[src/rtl/ped_pkg.sv]
// Shared types and constants for the pedestrian signal controller:
// direction indices, lightout group layout, lamp encodings and FSM states.
package ped_pkg;

    localparam int unsigned NUM_DIR = 4;
    localparam int unsigned LIGHT_W = 12;
    localparam int unsigned CD_W    = 8;

    localparam int unsigned DIR_N = 3;
    localparam int unsigned DIR_E = 2;
    localparam int unsigned DIR_S = 1;
    localparam int unsigned DIR_W = 0;

    localparam int unsigned OFF_N = 9;
    localparam int unsigned OFF_E = 6;
    localparam int unsigned OFF_S = 3;
    localparam int unsigned OFF_W = 0;

    localparam logic [2:0] GREEN  = 3'b100;
    localparam logic [2:0] YELLOW = 3'b010;
    localparam logic [2:0] RED    = 3'b001;

    typedef logic [1:0] dir_t;

    typedef enum logic [1:0] {
        IDLE,
        WALK,
        FLASH
    } state_e;

    // {green, yellow, red} group of one approach
    function automatic logic [2:0] light_grp(logic [LIGHT_W-1:0] lo, dir_t d);
        logic [2:0] g;
        case (d)
            dir_t'(DIR_N): g = lo[OFF_N +: 3];
            dir_t'(DIR_E): g = lo[OFF_E +: 3];
            dir_t'(DIR_S): g = lo[OFF_S +: 3];
            dir_t'(DIR_W): g = lo[OFF_W +: 3];
            default:       g = lo[OFF_W +: 3];
        endcase
        return g;
    endfunction

    // Every group one of G/Y/R and at most one green overall
    function automatic logic lights_valid(logic [LIGHT_W-1:0] lo);
        logic [2:0]  g;
        logic        ok;
        int unsigned n_green;
        ok      = 1'b1;
        n_green = 0;
        for (int i = 0; i < int'(NUM_DIR); i++) begin
            g = light_grp(lo, dir_t'(i));
            if (g != GREEN && g != YELLOW && g != RED) ok = 1'b0;
            if (g == GREEN) n_green = n_green + 1;
        end
        return ok && (n_green <= 1);
    endfunction

    function automatic logic [NUM_DIR-1:0] dir_mask(dir_t d);
        return NUM_DIR'(1) << d;
    endfunction

endpackage

[src/rtl/ped_signal_controller_if.sv]
// Vehicle-light/push-button inputs and crosswalk lamp outputs of the controller.
interface ped_signal_controller_if;
    import ped_pkg::*;

    logic [LIGHT_W-1:0] lightout;
    logic [NUM_DIR-1:0] ped_req;
    logic [NUM_DIR-1:0] walk;
    logic [NUM_DIR-1:0] dont_walk;
    logic [CD_W-1:0]    countdown;
    logic [NUM_DIR-1:0] req_pending;
    logic               fault;

    modport master (
        output lightout, ped_req,
        input  walk, dont_walk, countdown, req_pending, fault
    );

    modport slave (
        input  lightout, ped_req,
        output walk, dont_walk, countdown, req_pending, fault
    );

endinterface

[src/rtl/ped_tick_gen.sv]
// Free-running timing prescaler: tick is high while the count sits at TICK_DIV-1;
// restart forces the count back to 0 on the next edge.
module ped_tick_gen #(
    parameter int unsigned TICK_DIV = 10
) (
    input  logic clk,
    input  logic rst_n,
    input  logic restart,
    output logic tick
);

    localparam int unsigned CW = (TICK_DIV > 1) ? $clog2(TICK_DIV) : 1;

    logic [CW-1:0] cnt_q;
    logic [CW-1:0] cnt_nxt;

    always_comb begin
        cnt_nxt = cnt_q + CW'(1);
        if (restart || cnt_q == CW'(TICK_DIV - 1)) cnt_nxt = '0;
    end

    // tick is registered from the next count so it lines up with cnt_q
    always_ff @(posedge clk or negedge rst_n) begin
        if (!rst_n) begin
            cnt_q <= '0;
            tick  <= 1'b0;
        end else begin
            cnt_q <= cnt_nxt;
            tick  <= (cnt_nxt == CW'(TICK_DIV - 1));
        end
    end

endmodule

[src/rtl/ped_signal_controller.sv]
// Pedestrian WALK / flashing-clearance controller driven by the vehicle light vector.
// Optional build macro: PED_REQ_SYNC_EN adds a 2-flop synchronizer on ped_req.
module ped_signal_controller
    import ped_pkg::*;
#(
    parameter int unsigned TICK_DIV    = 10,
    parameter int unsigned WALK_TICKS  = 6,
    parameter int unsigned FLASH_TICKS = 4
) (
    input logic                    clk,
    input logic                    rst_n,
    ped_signal_controller_if.slave bus
);

    localparam int unsigned WCW = (WALK_TICKS > 1) ? $clog2(WALK_TICKS) : 1;

    state_e             state_q, state_nxt;
    dir_t               dir_q, dir_nxt;
    logic [WCW-1:0]     wcnt_q, wcnt_nxt;
    logic [CD_W-1:0]    cd_q, cd_nxt;
    logic [NUM_DIR-1:0] walk_q, walk_nxt;
    logic [NUM_DIR-1:0] dw_q, dw_nxt;
    logic [NUM_DIR-1:0] req_q, req_nxt;
    logic               fault_q, fault_nxt;
    logic [NUM_DIR-1:0] prev_green_q;

    logic [NUM_DIR-1:0] ped_s;
    logic [NUM_DIR-1:0] green_c, red_c, onset_c, serve_c;
    logic               valid_c;
    dir_t               sel_c;
    logic               restart_c;
    logic               tick;

`ifdef PED_REQ_SYNC_EN
    logic [NUM_DIR-1:0] sync_q1, sync_q2;

    always_ff @(posedge clk or negedge rst_n) begin
        if (!rst_n) begin
            sync_q1 <= '0;
            sync_q2 <= '0;
        end else begin
            sync_q1 <= bus.ped_req;
            sync_q2 <= sync_q1;
        end
    end

    assign ped_s = sync_q2;
`else
    assign ped_s = bus.ped_req;
`endif

    ped_tick_gen #(
        .TICK_DIV (TICK_DIV)
    ) u_tick_gen (
        .clk     (clk),
        .rst_n   (rst_n),
        .restart (restart_c),
        .tick    (tick)
    );

    // Decode the light vector into per-direction green/red bits
    always_comb begin
        logic [2:0] grp;
        grp     = '0;
        green_c = '0;
        red_c   = '0;
        for (int i = 0; i < int'(NUM_DIR); i++) begin
            grp        = light_grp(bus.lightout, dir_t'(i));
            green_c[i] = grp[2];
            red_c[i]   = grp[0];
        end
        valid_c = lights_valid(bus.lightout);
        onset_c = green_c & ~prev_green_q;
    end

    // Next-state and lamp decisions; fault handling takes priority
    always_comb begin
        state_nxt = state_q;
        dir_nxt   = dir_q;
        wcnt_nxt  = wcnt_q;
        cd_nxt    = cd_q;
        walk_nxt  = walk_q;
        dw_nxt    = dw_q;
        fault_nxt = fault_q;
        restart_c = 1'b0;
        serve_c   = onset_c & (req_q | ped_s);
        sel_c     = '0;
        for (int i = 0; i < int'(NUM_DIR); i++) begin
            if (serve_c[i]) sel_c = dir_t'(i);
        end
        // a press on the crosswalk already walking is dropped
        req_nxt = req_q | (ped_s & ~((state_q == WALK) ? dir_mask(dir_q) : '0));

        if (!valid_c) begin
            fault_nxt = 1'b1;
            state_nxt = IDLE;
            walk_nxt  = '0;
            dw_nxt    = '1;
            cd_nxt    = '0;
        end else if (fault_q) begin
            // recovery edge: onsets seen here are not served
            fault_nxt = 1'b0;
        end else begin
            case (state_q)
                IDLE: begin
                    if (|serve_c) begin
                        state_nxt = WALK;
                        dir_nxt   = sel_c;
                        wcnt_nxt  = '0;
                        walk_nxt  = dir_mask(sel_c);
                        dw_nxt    = ~dir_mask(sel_c);
                        restart_c = 1'b1;
                        req_nxt   = req_nxt & ~dir_mask(sel_c);
                    end
                end
                WALK: begin
                    if (!green_c[dir_q] || (tick && wcnt_q == WCW'(WALK_TICKS - 1))) begin
                        state_nxt = FLASH;
                        cd_nxt    = CD_W'(FLASH_TICKS);
                        walk_nxt  = '0;
                        dw_nxt    = '1;
                        restart_c = 1'b1;
                    end else if (tick) begin
                        wcnt_nxt = wcnt_q + WCW'(1);
                    end
                end
                FLASH: begin
                    if (red_c[dir_q] || (tick && cd_q == CD_W'(1))) begin
                        state_nxt = IDLE;
                        cd_nxt    = '0;
                        dw_nxt    = '1;
                    end else if (tick) begin
                        cd_nxt         = cd_q - CD_W'(1);
                        dw_nxt[dir_q]  = ~dw_q[dir_q];
                    end
                end
                default: begin
                    state_nxt = IDLE;
                    walk_nxt  = '0;
                    dw_nxt    = '1;
                    cd_nxt    = '0;
                end
            endcase
        end
    end

    always_ff @(posedge clk or negedge rst_n) begin
        if (!rst_n) begin
            state_q      <= IDLE;
            dir_q        <= '0;
            wcnt_q       <= '0;
            cd_q         <= '0;
            walk_q       <= '0;
            dw_q         <= '1;
            req_q        <= '0;
            fault_q      <= 1'b0;
            prev_green_q <= '0;
        end else begin
            state_q      <= state_nxt;
            dir_q        <= dir_nxt;
            wcnt_q       <= wcnt_nxt;
            cd_q         <= cd_nxt;
            walk_q       <= walk_nxt;
            dw_q         <= dw_nxt;
            req_q        <= req_nxt;
            fault_q      <= fault_nxt;
            prev_green_q <= green_c;
        end
    end

    assign bus.walk        = walk_q;
    assign bus.dont_walk   = dw_q;
    assign bus.countdown   = cd_q;
    assign bus.req_pending = req_q;
    assign bus.fault       = fault_q;

endmodule

[src/flat_wrapper.sv]
// flat-port wrapper written by rule: the top's interface ports become plain ports
module ped_signal_controller_flat import ped_pkg::*;
#(
    parameter int unsigned TICK_DIV    = 10,
    parameter int unsigned WALK_TICKS  = 6,
    parameter int unsigned FLASH_TICKS = 4
)
  (clk, rst_n, bus_lightout, bus_ped_req, bus_walk, bus_dont_walk, bus_countdown, bus_req_pending, bus_fault);
  ped_signal_controller_if bus_i ();
  input logic clk;
  input logic rst_n;
  input wire logic [$bits(bus_i.lightout)-1:0] bus_lightout;
  input wire logic [$bits(bus_i.ped_req)-1:0] bus_ped_req;
  output wire logic [$bits(bus_i.walk)-1:0] bus_walk;
  output wire logic [$bits(bus_i.dont_walk)-1:0] bus_dont_walk;
  output wire logic [$bits(bus_i.countdown)-1:0] bus_countdown;
  output wire logic [$bits(bus_i.req_pending)-1:0] bus_req_pending;
  output wire logic [$bits(bus_i.fault)-1:0] bus_fault;
  assign bus_i.lightout = bus_lightout;
  assign bus_i.ped_req = bus_ped_req;
  assign bus_walk = bus_i.walk;
  assign bus_dont_walk = bus_i.dont_walk;
  assign bus_countdown = bus_i.countdown;
  assign bus_req_pending = bus_i.req_pending;
  assign bus_fault = bus_i.fault;
  ped_signal_controller #(.TICK_DIV(TICK_DIV), .WALK_TICKS(WALK_TICKS), .FLASH_TICKS(FLASH_TICKS)) u_core (.clk(clk), .rst_n(rst_n), .bus(bus_i));
endmodule
[config.mk]
export PLATFORM = sky130hd
export DESIGN_NAME = ped_signal_controller_flat
export DESIGN_NICKNAME = d
export VERILOG_FILES = /design/src/rtl/ped_pkg.sv /design/src/rtl/ped_signal_controller_if.sv /design/src/rtl/ped_tick_gen.sv /design/src/rtl/ped_signal_controller.sv /design/src/flat_wrapper.sv
export SDC_FILE = /design/constraint.sdc
export NUM_CORES = 1
export LEC_CHECK = 0
export ABC_AREA = 1
export BUFFER_PORTS_ARGS = -buffer_cell sky130_fd_sc_hd__buf_2
export CORE_ASPECT_RATIO = 1.75
export CORE_MARGIN = 8
export CORE_UTILIZATION = 45
export DETAILED_ROUTE_END_ITERATION = 12
export GPL_TIMING_DRIVEN = 0
export PLACE_DENSITY = 0.64
export SYNTH_ARGS = -nofsm -noshare
export SYNTH_HDL_FRONTEND = slang
export SYNTH_HIERARCHICAL = 1
export SYNTH_SLANG_ARGS = --single-unit
[constraint.sdc]
create_clock -name clk -period 1.58 [get_ports clk]
set_clock_uncertainty 0.05 [all_clocks]
set_input_delay 0.237 -clock clk [delete_from_list [all_inputs] [get_ports clk]]
set_output_delay 0.237 -clock clk [all_outputs]
set_load 0.02 [all_outputs]
==> results of run 1 <==
## cell usage in the layout, fill, tap and decap left out, drive strengths merged, types with 5 or more instances in the layout
master / count
inv: 52
buf: 61
nand4: 12
nand2: 97
xnor2: 5
a21oi: 5
dfrtp: 33
nor2: 43
nor3: 5
ha: 13
xor2: 6
o21ai: 20
clkbuf: 6
nand3: 39
## cell usage after synthesis, types with 5 or more instances
| library cell | count |
|---|---|
| xor2_1 | 6 |
| a21oi_1 | 5 |
| dfrtp_1 | 33 |
| nand3_1 | 30 |
| nor2_4 | 6 |
| inv_1 | 45 |
| nor2_1 | 33 |
| nand4_1 | 11 |
| ha_1 | 13 |
| nand2_2 | 11 |
| xnor2_1 | 5 |
| nand2_1 | 82 |
| o21ai_0 | 10 |
| o21ai_2 | 7 |
| nand3_4 | 6 |
## stage by stage
step	hold WS [ps]	area (µm²)	utilization, %	setup WS [ps]	cells
4_1_cts	18.0	3480	57.2	-466	488
6_report	-8.10	3600	59.2	-441	496
3_3_place_gp	338	3170	52.2	-1130	469
2_1_floorplan	-109	2880	-	-683	351
3_5_place_dp	339	3170	52.2	-1150	469
5_1_grt	12.3	3600	59.2	-548	496
## state kept, by name, summed over array words and instances, names as in the netlist
register                 count
u_core/bus.countdown         8
u_core/bus.dont_walk         4
u_core/bus.fault             1
u_core/bus.req_pending       4
u_core/bus.walk              4
u_core/dir_q                 2
u_core/prev_green_q          4
u_core/state_q               2
u_core/u_tick_gen/cnt_q      4
u_core/u_tick_gen/tick       1
u_core/wcnt_q                3
## routing by layer
layer	wire length [µm]	share of wire (%)
met1	2560	37
met2	3940	57
met3	314	4.5
met4	155	2.2
met5	0	0
## what timing repair did
item	4_1_cts	5_1_grt
pin swaps	12	13
endpoints found under the setup margin	33	33
resized for setup	36	11
hold buffers	0	0
buffers inserted	11	7
cloned	0	1
## final cells by class
cell class,instances,area (µm²),share of cell area (%)
inverter,52,230,6.39
buffer,5,67.6,1.88
timing repair buffer,57,432,12.0
clock buffer,5,68.8,1.91
multi-input combinational,257,1760,48.7
sequential,37,931,25.8
tap,80,100,2.78
clock inverter,3,17.5,0.486
## worst max-delay path, stage by stage
cell and delay (ps):
buf_6 100, inv_4 50, nand3_4 80, inv_2 70, ha_4 210, xor2_1 150
inv_1 90, ha_4 200, nand2_1 70, nand2_2 80, nor2_8 140, buf_8 150
nand4_4 120, nand3_4 180, clkbuf_16 180, o21ai_1 50
## worst max path at each step
stage / start / cells after the start / to / slack (ps)
2_1_floorplan: bus_lightout[0] / 22 / u_core/u_tick_gen/tick / -680
3_3_place_gp: bus_lightout[0] / 23 / u_core/u_tick_gen/tick / -1130
3_5_place_dp: bus_lightout[0] / 23 / u_core/u_tick_gen/tick / -1150
4_1_cts: bus_lightout[0] / 18 / u_core/bus.countdown[5] / -470
5_1_grt: bus_lightout[4] / 19 / u_core/bus.countdown[0] / -550
6_report: bus_lightout[4] / 16 / u_core/bus.countdown[5] / -440
## kinds of logic after synthesis
kind of cell / Yosys count / share of synthesized area [%]
compound gates: 31 / 7.30
xor+xnor: 11 / 3.47
simple gates: 202 / 40.0
flops: 37 / 33.5
buf+inv: 57 / 9.83
fa+ha+maj: 13 / 5.86
## where the power goes
group	internal [mW]	leakage, nW	switching (mW)
Sequential	1.01	0.452	0.0591
Combinational	0.241	1.26	0.365
Clock	0.304	0.0439	0.355
==> impl_metrics.csv, run 1 <==
group,metric,value,unit
run_status,outcome,"finished with violations",
run_status,violations,"negative hold slack, negative setup slack",
yosys,synth_top_cell_by_area,"dfrtp_1",
yosys,synth-seq-cells,37,
global_routing,track_usage,16.6,%
setup_path,worstSetupPathType,"input pin to flip-flop",
detailed_routing,ant_nets,0,
clock_network,numCtsBuffers,5,
place,globalplace.congestion,0.834,
yosys,synth_top_area_share,29.8,%
sta,slew_viol_final,0,
floorplan,initial_core_util,45.6,%
yosys,netlist_instances,351,
detailed_routing,vias_per_cell,5.03,
power,total_power,2.34,mW
place,dpl.hpwl,5.28,mm
sta,hold_violations,20,
hold_path,hp-class,"input pin to async pin",
power,power_density,648,mW/mm²
floorplan,design.portCount,39,
sta,period_share,128,%
global_routing,use_met2,30.1,%
floorplan,core,0.00609,mm²
sta,fin_ws,-441,ps
clock_network,clock_sinks,37,
final_layout,fin_nets,446,
global_routing,grt_pass1_vias,2540,
final_layout,syn2layout_area_growth,29.8,%
final_layout,n_fill_cell,591,
setup_path,timing.rr.end,"u_core/bus.countdown[5]",
power,leakage,1.75,nW
run,max_cap_viol_count,0,
floorplan,die_x,75.4,µm
yosys,seq_area_frac_synth,33.5,%
yosys,synthFlopType,"dfrtp_1",
global_routing,grt_use_met3,3.43,%
clock_network,cts-root-buf,"clkbuf_8",
detailed_routing,dr.pass1.iters,4,
setup_path,reg2reg_slack,-330,ps
yosys,synth_edf_count,0,
floorplan,die_y,120,µm
sta,min_period,2020,ps
power,ir_worst_vdd,780,µV
sta,setup_viol,32,
clock_network,cts.path.max_buffers,2,
setup_path,cp-start-kind,"input pin",
yosys,yosysUniqueCellTypes,39,
clock_network,ctsHtreeMaxLevel,2,
sta,tns,-11690,ps
global_routing,gr-usage-met1,17.5,%
global_routing,grt_antenna_before_repair,0,
clock_network,clkTransAtPathRegs,80,ps
yosys,avgSynthCellArea,7.91,µm²
yosys,synth_fp_nets,382,
setup_path,crit_path_end_kind,"flip-flop",
sta,rsz0062_at_grt,"yes",
setup_path,cp_max_fo,8,
detailed_routing,drc,0,
detailed_routing,wl,6.98,mm
global_routing,gr-max-usage-layer,"met2",
setup_path,r2r-start,"u_core/bus.countdown[1]",
yosys,synthTopCellsByArea,"dfrtp_1 (30%), nand2_1 (11%), inv_1 (6.1%)",
final_layout,diodes,0,
place,port_buffers,38,
clock_network,clk_latency,300,ps
detailed_routing,drt-initial-drc-count,137,
sta,max_freq,495,MHz
sta,worstMarginPinSlew,840,ps
global_routing,grt_pass1_wl,11.7,mm
global_routing,overflow,0,
global_routing,grt_max_degree,38,
clock_network,cts_tree,"yes",
detailed_routing,wl_per_cell,14.1,µm
final_layout,final_layout_size_suffix_gt1_share,38.2,%
yosys,synth_area,0.00278,mm²
sta,hold_ws,-8.10,ps
floorplan,dieArea,0.00904,mm²
floorplan,rows,38,
setup_path,reg2regPathDepth,11,
yosys,synth_warnings,6,
yosys,ys_async_sr_fraction,100,%
detailed_routing,vias,2495,
setup_path,cp.arrival,2160,ps
sta,relSlewSlack,44.0,%
setup_path,cp.required,1720,ps
No activity file was read; power rests on OpenSTA's default activity.
==> run 2: changes to the inputs <==
--- a/config.mk
+++ b/config.mk
@@ -9,10 +9,10 @@
 export BUFFER_PORTS_ARGS = -buffer_cell sky130_fd_sc_hd__buf_2
 export CORE_ASPECT_RATIO = 1.75
 export CORE_MARGIN = 8
-export CORE_UTILIZATION = 45
+export CORE_UTILIZATION = 52
 export DETAILED_ROUTE_END_ITERATION = 12
 export GPL_TIMING_DRIVEN = 0
-export PLACE_DENSITY = 0.64
+export PLACE_DENSITY = 0.72
 export SYNTH_ARGS = -nofsm -noshare
 export SYNTH_HDL_FRONTEND = slang
 export SYNTH_HIERARCHICAL = 1
==> run 2 against run 1 <==
Effect of this change: the flow still finishes with violations (negative hold slack, negative setup slack); first-iteration DRC count rose by 6.6%; register-to-register slack got worse by 140 ps; critical path depth is 3 higher; clock power is 52% higher; die area decreased by 11%; combinational power is 3% lower; worst hold slack got worse by 4.6 ps; core utilization rose by 12 points; critical endpoint is now u_core/bus.countdown[3]; global-route usage increased by 3.0 points; routed wire length grew 7.1%; setup slack got worse by 120 ps; final cell count decreased by 4.8%.
==> impl_metrics.csv, run 2 (same netlist as run 1, synthesis figures left out) <==
group,metric,value,unit
power,total_power,2.66,mW
final_layout,mostFrequentLayoutCells,"nand2_1 (72), inv_1 (36), buf_2 (33), dfrtp_1 (33), nor2_1 (29)",
detailed_routing,wl,7.47,mm
clock_network,numCtsBuffers,5,
global_routing,track_usage,19.7,%
run_status,violations,"negative hold slack, negative setup slack",
detailed_routing,ant_nets,0,
global_routing,grt_max_degree,38,
global_routing,grt_pass1_wl,12.8,mm
detailed_routing,top_layer_used,"met4",
setup_path,critical_path.cell_chain,"buf_8, inv_8, nand3_4, inv_2, ha_4, xor2_1, inv_1, ha_4, inv_2, nor2_2, nand2_1, nand2_2, nor2_8, nand2_8, inv_8, buf_12, bufbuf_16, nand4_1, o21ai_1",
detailed_routing,dr_wl_met2,4.06,mm
final_layout,largest_reg_flops,8,
final_layout,final_layout_size_suffix_gt1_share,39.8,%
detailed_routing,vias_per_cell,5.50,
setup_path,crit_family,"buffers and inverters",
setup_path,cp.required,1750,ps
sta,fin_ws,-565,ps
clock_network,ctsHtreeMaxLevel,2,
sta,max_freq,466,MHz
global_routing,grt_pass1_vias,2844,
clock_network,cts_tree,"yes",
run_status,outcome,"finished with violations",
power,power_density,712,mW/mm²
power,leakage,1.84,nW
sta,slew_viol_final,0,
setup_path,slowest_delay,260,ps
setup_path,worstSetupPathType,"input pin to flip-flop",
final_layout,syn2layout_area_growth,34.6,%
clock_network,clkTransAtPathRegs,80,ps
clock_network,cts.path.max_buffers,2,
power,ir_worst_vdd,582,µV
place,port_buffers,38,
global_routing,grt_antenna_before_repair,0,
clock_network,clock_sinks,37,
global_routing,overflow,0,
setup_path,crit_path_end_kind,"flip-flop",
detailed_routing,route.met3.wl,324,µm
sta,setup_viol,33,
floorplan,rows,35,
floorplan,die_y,113,µm
sta,hold_violations,6,
sta,relSlewSlack,42.8,%
setup_path,cp.arrival,2320,ps
floorplan,initial_core_util,53.3,%
hold_path,hp-class,"input pin to async pin",
setup_path,cp_max_fo,4,
clock_network,clk_latency,300,ps
sta,period_share,136,%
detailed_routing,drt-met1-wl,2.74,mm
final_layout,n_fill_cell,389,
place,globalplace.congestion,0.802,
sta,worstMarginPinSlew,858,ps
sta,hold_ws,-12.7,ps
sta,rsz0062_at_grt,"yes",
setup_path,slowest_stage,"ha_4",
floorplan,design.portCount,39,
setup_path,crit_buf_inv,8,
floorplan,die_x,71.2,µm
final_layout,diodes,0,
run,max_cap_viol_count,0,
place,dpl.hpwl,5.16,mm
sta,min_period,2140,ps
setup_path,cp-start-kind,"input pin",
clock_network,cts-root-buf,"clkbuf_8",
final_layout,final_common_cell,"nand2_1",
detailed_routing,dr.pass1.iters,4,
final_layout,fin_nets,447,
sta,tns,-14770,ps
detailed_routing,vias,2594,
detailed_routing,wl_per_cell,15.8,µm
detailed_routing,drt-initial-drc-count,146,
detailed_routing,drc,0,
floorplan,core,0.00521,mm²
floorplan,dieArea,0.00802,mm²
[run 2: cell types whose count changed in the layout (fill, tap and decap cells not counted), moves of 2 or more]
| cell | delta |
|---|---|
| o21ai_1 | -2 |
| nand2_2 | -2 |
| nand2_1 | -5 |
| nand2_4 | +6 |
| buf_4 | -5 |
| buf_12 | +2 |
| bufinv_16 | +2 |
| buf_6 | +4 |
[run 2: path summary, 6_finish.rpt]
path	slack (ps)	startpoint	to	depth (start not counted)
worst max register to register	-470	u_core/bus.countdown[1]	u_core/bus.countdown[3]	12
min in group clk	30	bus_lightout[5]	u_core/prev_green_q[1]	1
worst min register to register	440	u_core/bus.walk[2]	u_core/bus.walk[2]	2
worst min-delay path	-10	rst_n	u_core/prev_green_q[1]	1
max in group asynchronous	940	rst_n	u_core/state_q[0]	1
worst max-delay path	-560	bus_lightout[3]	u_core/bus.countdown[3]	19
[run 2: final cells by class]
| type | instances | area [µm²] | area share (%) |
|---|---|---|---|
| buffer | 5 | 67.6 | 1.81 |
| clock buffer | 5 | 68.8 | 1.84 |
| clock inverter | 3 | 65.1 | 1.74 |
| inverter | 52 | 233 | 6.23 |
| multi-input combinational | 257 | 1820 | 48.7 |
| sequential | 37 | 931 | 24.9 |
| tap | 55 | 68.8 | 1.84 |
| timing repair buffer | 58 | 482 | 12.9 |
[run 2: routing by layer]
layer	vias up	track usage, %
met2	71	35.7
li1	1260	-
met5	-	0
met1	1232	19.4
met4	0	12.3
met3	31	4.29
[run 2: power by group]
part | switching [mW] | internal (mW) | leakage (nW)
combinational | 0.358 | 0.230 | 1.32
sequential | 0.0594 | 1.01 | 0.452
clock | 0.372 | 0.628 | 0.0681
[run 2: repair_timing]
action,4_1_cts,5_1_grt
setup endpoints to repair,33,33
endpoints found under the hold margin,0,1
pin swaps,22,19
hold buffers,0,1
setup buffers,15,3
cloned,2,0
resized for setup,45,21
[run 2: metrics by stage]
stage | setup WS (ps) | cell area (µm²) | util, % | std cells
floorplan | -683 | 2880 | - | 351
global placement | -1130 | 3140 | 60.3 | 444
detailed placement | -1160 | 3140 | 60.3 | 444
CTS | -556 | 3650 | 70.1 | 469
global route | -683 | 3730 | 71.7 | 472
finish | -565 | 3730 | 71.7 | 472
==> run 3: changes to the inputs <==
--- a/config.mk
+++ b/config.mk
@@ -5,11 +5,10 @@
 export SDC_FILE = /design/constraint.sdc
 export NUM_CORES = 1
 export LEC_CHECK = 0
-export ABC_AREA = 1
 export BUFFER_PORTS_ARGS = -buffer_cell sky130_fd_sc_hd__buf_2
 export CORE_ASPECT_RATIO = 1.75
 export CORE_MARGIN = 8
-export CORE_UTILIZATION = 52
+export CORE_UTILIZATION = 51
 export DETAILED_ROUTE_END_ITERATION = 12
 export GPL_TIMING_DRIVEN = 0
 export PLACE_DENSITY = 0.72
==> run 3 against run 2 <==
Effect of this change: the run still ends with negative hold slack, negative setup slack left; area after synthesis fell by 11%; worst hold slack better by 1.9 ps; clock power fell by 16%; final cell count shrank 20%; total power is 11% lower; clock-buffer cell count unchanged; first-iteration DRC count increased by 6.2%; setup slack worse by 750 ps; non-clock buffer count decreased by 6; register-to-register slack worse by 490 ps; final area shrank 15%; largest cell class unchanged; largest power group unchanged.
==> impl_metrics.csv, run 3 <==
group,metric,value,unit
yosys,yosys-top-cells-count,"dfrtp_1 (33), nand2_1 (23), nor2_1 (21)",
sta,worstMarginPinSlew,910,ps
place,dp_slack,-2010,ps
yosys,synthFlopType,"dfrtp_1",
floorplan,die_x,68.5,µm
sta,slew_viol_final,0,
setup_path,reg2reg_slack,-960,ps
global_routing,overflow,0,
detailed_routing,dr.pass1.iters,4,
setup_path,cp_max_fo,5,
run_status,violations,"negative hold slack, negative setup slack",
detailed_routing,ant_nets,0,
setup_path,r2r-start,"u_core/dir_q[0]",
setup_path,reg2regPathDepth,6,
sta,setup_viol,33,
yosys,yosysUniqueCellTypes,56,
run_status,outcome,"finished with violations",
place,placed_area,0.00278,mm²
yosys,synth_fp_nets,300,
final_layout,mostFrequentLayoutCells,"buf_2 (37), dfrtp_1 (33), nand2_1 (23), nor2_1 (17), o21ai_0 (16)",
final_layout,diodes,0,
power,total_power,2.36,mW
detailed_routing,drt-initial-drc-count,155,
global_routing,grt_pass1_wl,11.1,mm
final_layout,utilization,68.3,%
floorplan,rows,33,
yosys,synth_top_cell_by_area,"dfrtp_1",
final_layout,finalInstanceArea,0.00319,mm²
yosys,synthTopCellsByArea,"dfrtp_1 (34%), ha_1 (6.6%), dfstp_2 (4.3%)",
run,max_cap_viol_count,0,
detailed_routing,drc,0,
final_layout,final_common_cell,"buf_2",
power,clockPowerShare,35.4,%
sta,period_share,184,%
floorplan,core,0.00467,mm²
floorplan,dieArea,0.00738,mm²
clock_network,ctsHtreeMaxLevel,2,
yosys,synthMostInstantiatedCell,"dfrtp_1",
clock_network,numCtsBuffers,5,
clock_network,cts-root-buf,"clkbuf_8",
setup_path,crit_path_end_kind,"flip-flop",
power,ir_worst_vdd,616,µV
floorplan,design.portCount,39,
setup_path,startpoint,"bus_lightout[3]",
final_layout,syn2layout_area_growth,29.7,%
sta,fin_ws,-1320,ps
power,p_int,1.68,mW
yosys,synth_warnings,6,
sta,max_freq,345,MHz
clock_network,cts.path.max_buffers,2,
setup_path,cp.required,1700,ps
global_routing,grt_max_degree,38,
clock_network,clkTransAtPathRegs,90,ps
yosys,seq_area_frac_synth,37.9,%
place,globalplace.congestion,0.893,
final_layout,largest_reg_flops,8,
setup_path,cp-start-kind,"input pin",
place,port_buffers,38,
sta,min_period,2900,ps
floorplan,initial_core_util,52.7,%
sta,hold_ws,-10.8,ps
sta,hold_violations,21,
sta,relSlewSlack,38.9,%
final_layout,fin_nets,354,
yosys,synth_area,0.00246,mm²
power,leakage,1.24,nW
power,power_density,740,mW/mm²
yosys,ys_async_sr_fraction,100,%
detailed_routing,vias_per_cell,6.23,
place,dpl.hpwl,4.79,mm
setup_path,worstSetupPathType,"input pin to flip-flop",
setup_path,critical_path.cell_chain,"buf_8, or3b_4, inv_2, ha_4, xor2_1, ha_2, or4b_4, a211oi_4, o221ai_4, buf_6, nor4_4, mux2_2",
detailed_routing,wl,6.71,mm
clock_network,clk_latency,290,ps
global_routing,track_usage,19.1,%
clock_network,cts_tree,"yes",
sta,rsz0062_at_grt,"yes",
hold_path,hp-class,"input pin to async pin",
yosys,synth_edf_count,0,
yosys,synth-seq-cells,37,
setup_path,cp.arrival,3020,ps
yosys,netlist_instances,269,
yosys,avgSynthCellArea,9.14,µm²
final_layout,final_layout_size_suffix_gt1_share,33.6,%
yosys,synth_top_area_share,33.6,%
setup_path,slowest_delay,500,ps
power,seqPwrFrac,45.4,%
setup_path,slowest_stage,"or4b_4",
global_routing,grt_antenna_before_repair,0,
power,switching_share,28.7,%
global_routing,grt_pass1_vias,2431,
power,pwr-share-comb,19.2,%
detailed_routing,vias,2342,
detailed_routing,wl_per_cell,17.8,µm
power,p_sw,0.678,mW
clock_network,holdBufCountCts,0,
clock_network,clock_sinks,37,
floorplan,die_y,108,µm
==> run 3: changes by cell type after synthesis, moves of 7 or more <==
| cell | before | now |
|---|---|---|
| a211oi_1 | 0 | 7 |
| a21oi_1 | 5 | 14 |
| inv_1 | 45 | 11 |
| nand2_1 | 82 | 23 |
| nand2_2 | 11 | 0 |
| nand3_1 | 30 | 7 |
| nor2_1 | 33 | 21 |
| o21ai_0 | 10 | 17 |
| o21ai_2 | 7 | 0 |
==> run 3: through the flow <==
step	TNS, ps	std cells
3_3_place_gp	-54550	359
3_5_place_dp	-54970	359
4_1_cts	-40290	373
2_1_floorplan	-40040	269
5_1_grt	-41100	376
6_report	-38800	376
==> run 3: final timing paths <==
path                                                   end
worst min register to register  u_core/u_tick_gen/cnt_q[0]
max in group asynchronous        u_core/bus.req_pending[3]
worst max register to register     u_core/bus.countdown[6]
worst max-delay path                       u_core/dir_q[1]
worst min-delay path               u_core/bus.countdown[4]
min in group clk                    u_core/prev_green_q[1]
==> run 3: kinds of logic (layout without fill, tap and decap cells) <==
kind of cell / Yosys count / count (layout) / share of synthesized area (%)
compound gates: 67 / 67 / 18.7
mux: 10 / 10 / 5.24
simple gates: 110 / 110 / 24.5
fa+ha+maj: 13 / 13 / 6.62
buf+inv: 22 / 77 / 3.46
xor+xnor: 10 / 10 / 3.56
flops: 37 / 37 / 37.9
==> run 3: power by group through the flow <==
stage	registers (mW)	clock network (mW)	logic, mW
floorplan	1.06	0	0.269
global placement	1.08	0	0.376
detailed placement	1.08	0	0.384
CTS	1.07	0.852	0.423
global route	1.08	0.903	0.497
finish	1.07	0.835	0.452
==> run 3: critical path: cells and delay by family <==
family	cells	cell delay, ps
AO/OA/AOI/OAI	2	420
buffers and inverters	3	350
AND/OR/NAND/NOR	3	1070
multiplexers	1	370
XOR/XNOR	1	160
adder cells (fa/ha/maj)	2	420
==> run 3: repair_timing <==
item	CTS	global route
gates cloned	0	1
setup endpoints to repair	33	33
pin swaps	10	8
gates resized for setup	21	27
buffers inserted	6	2
==> run 3: area by class of cell <==
class	count	area [µm²]
clock inverters	3	46.3
repair buffers	47	317
flip-flops and latches	37	931
well taps	52	65.1
clock buffers	5	68.8
inverters	12	50.0
multi-input cells	210	1650
plain buffers	10	58.8
fillers	390	1480
==> run 3: per-layer routing <==
layer	up-vias	part of all wire [%]	track usage, %
li1	1093	-	-
met4	0	4.4	11.2
met3	22	5.2	4.17
met1	1129	37	19.7
met5	-	0	0
met2	98	54	33.3
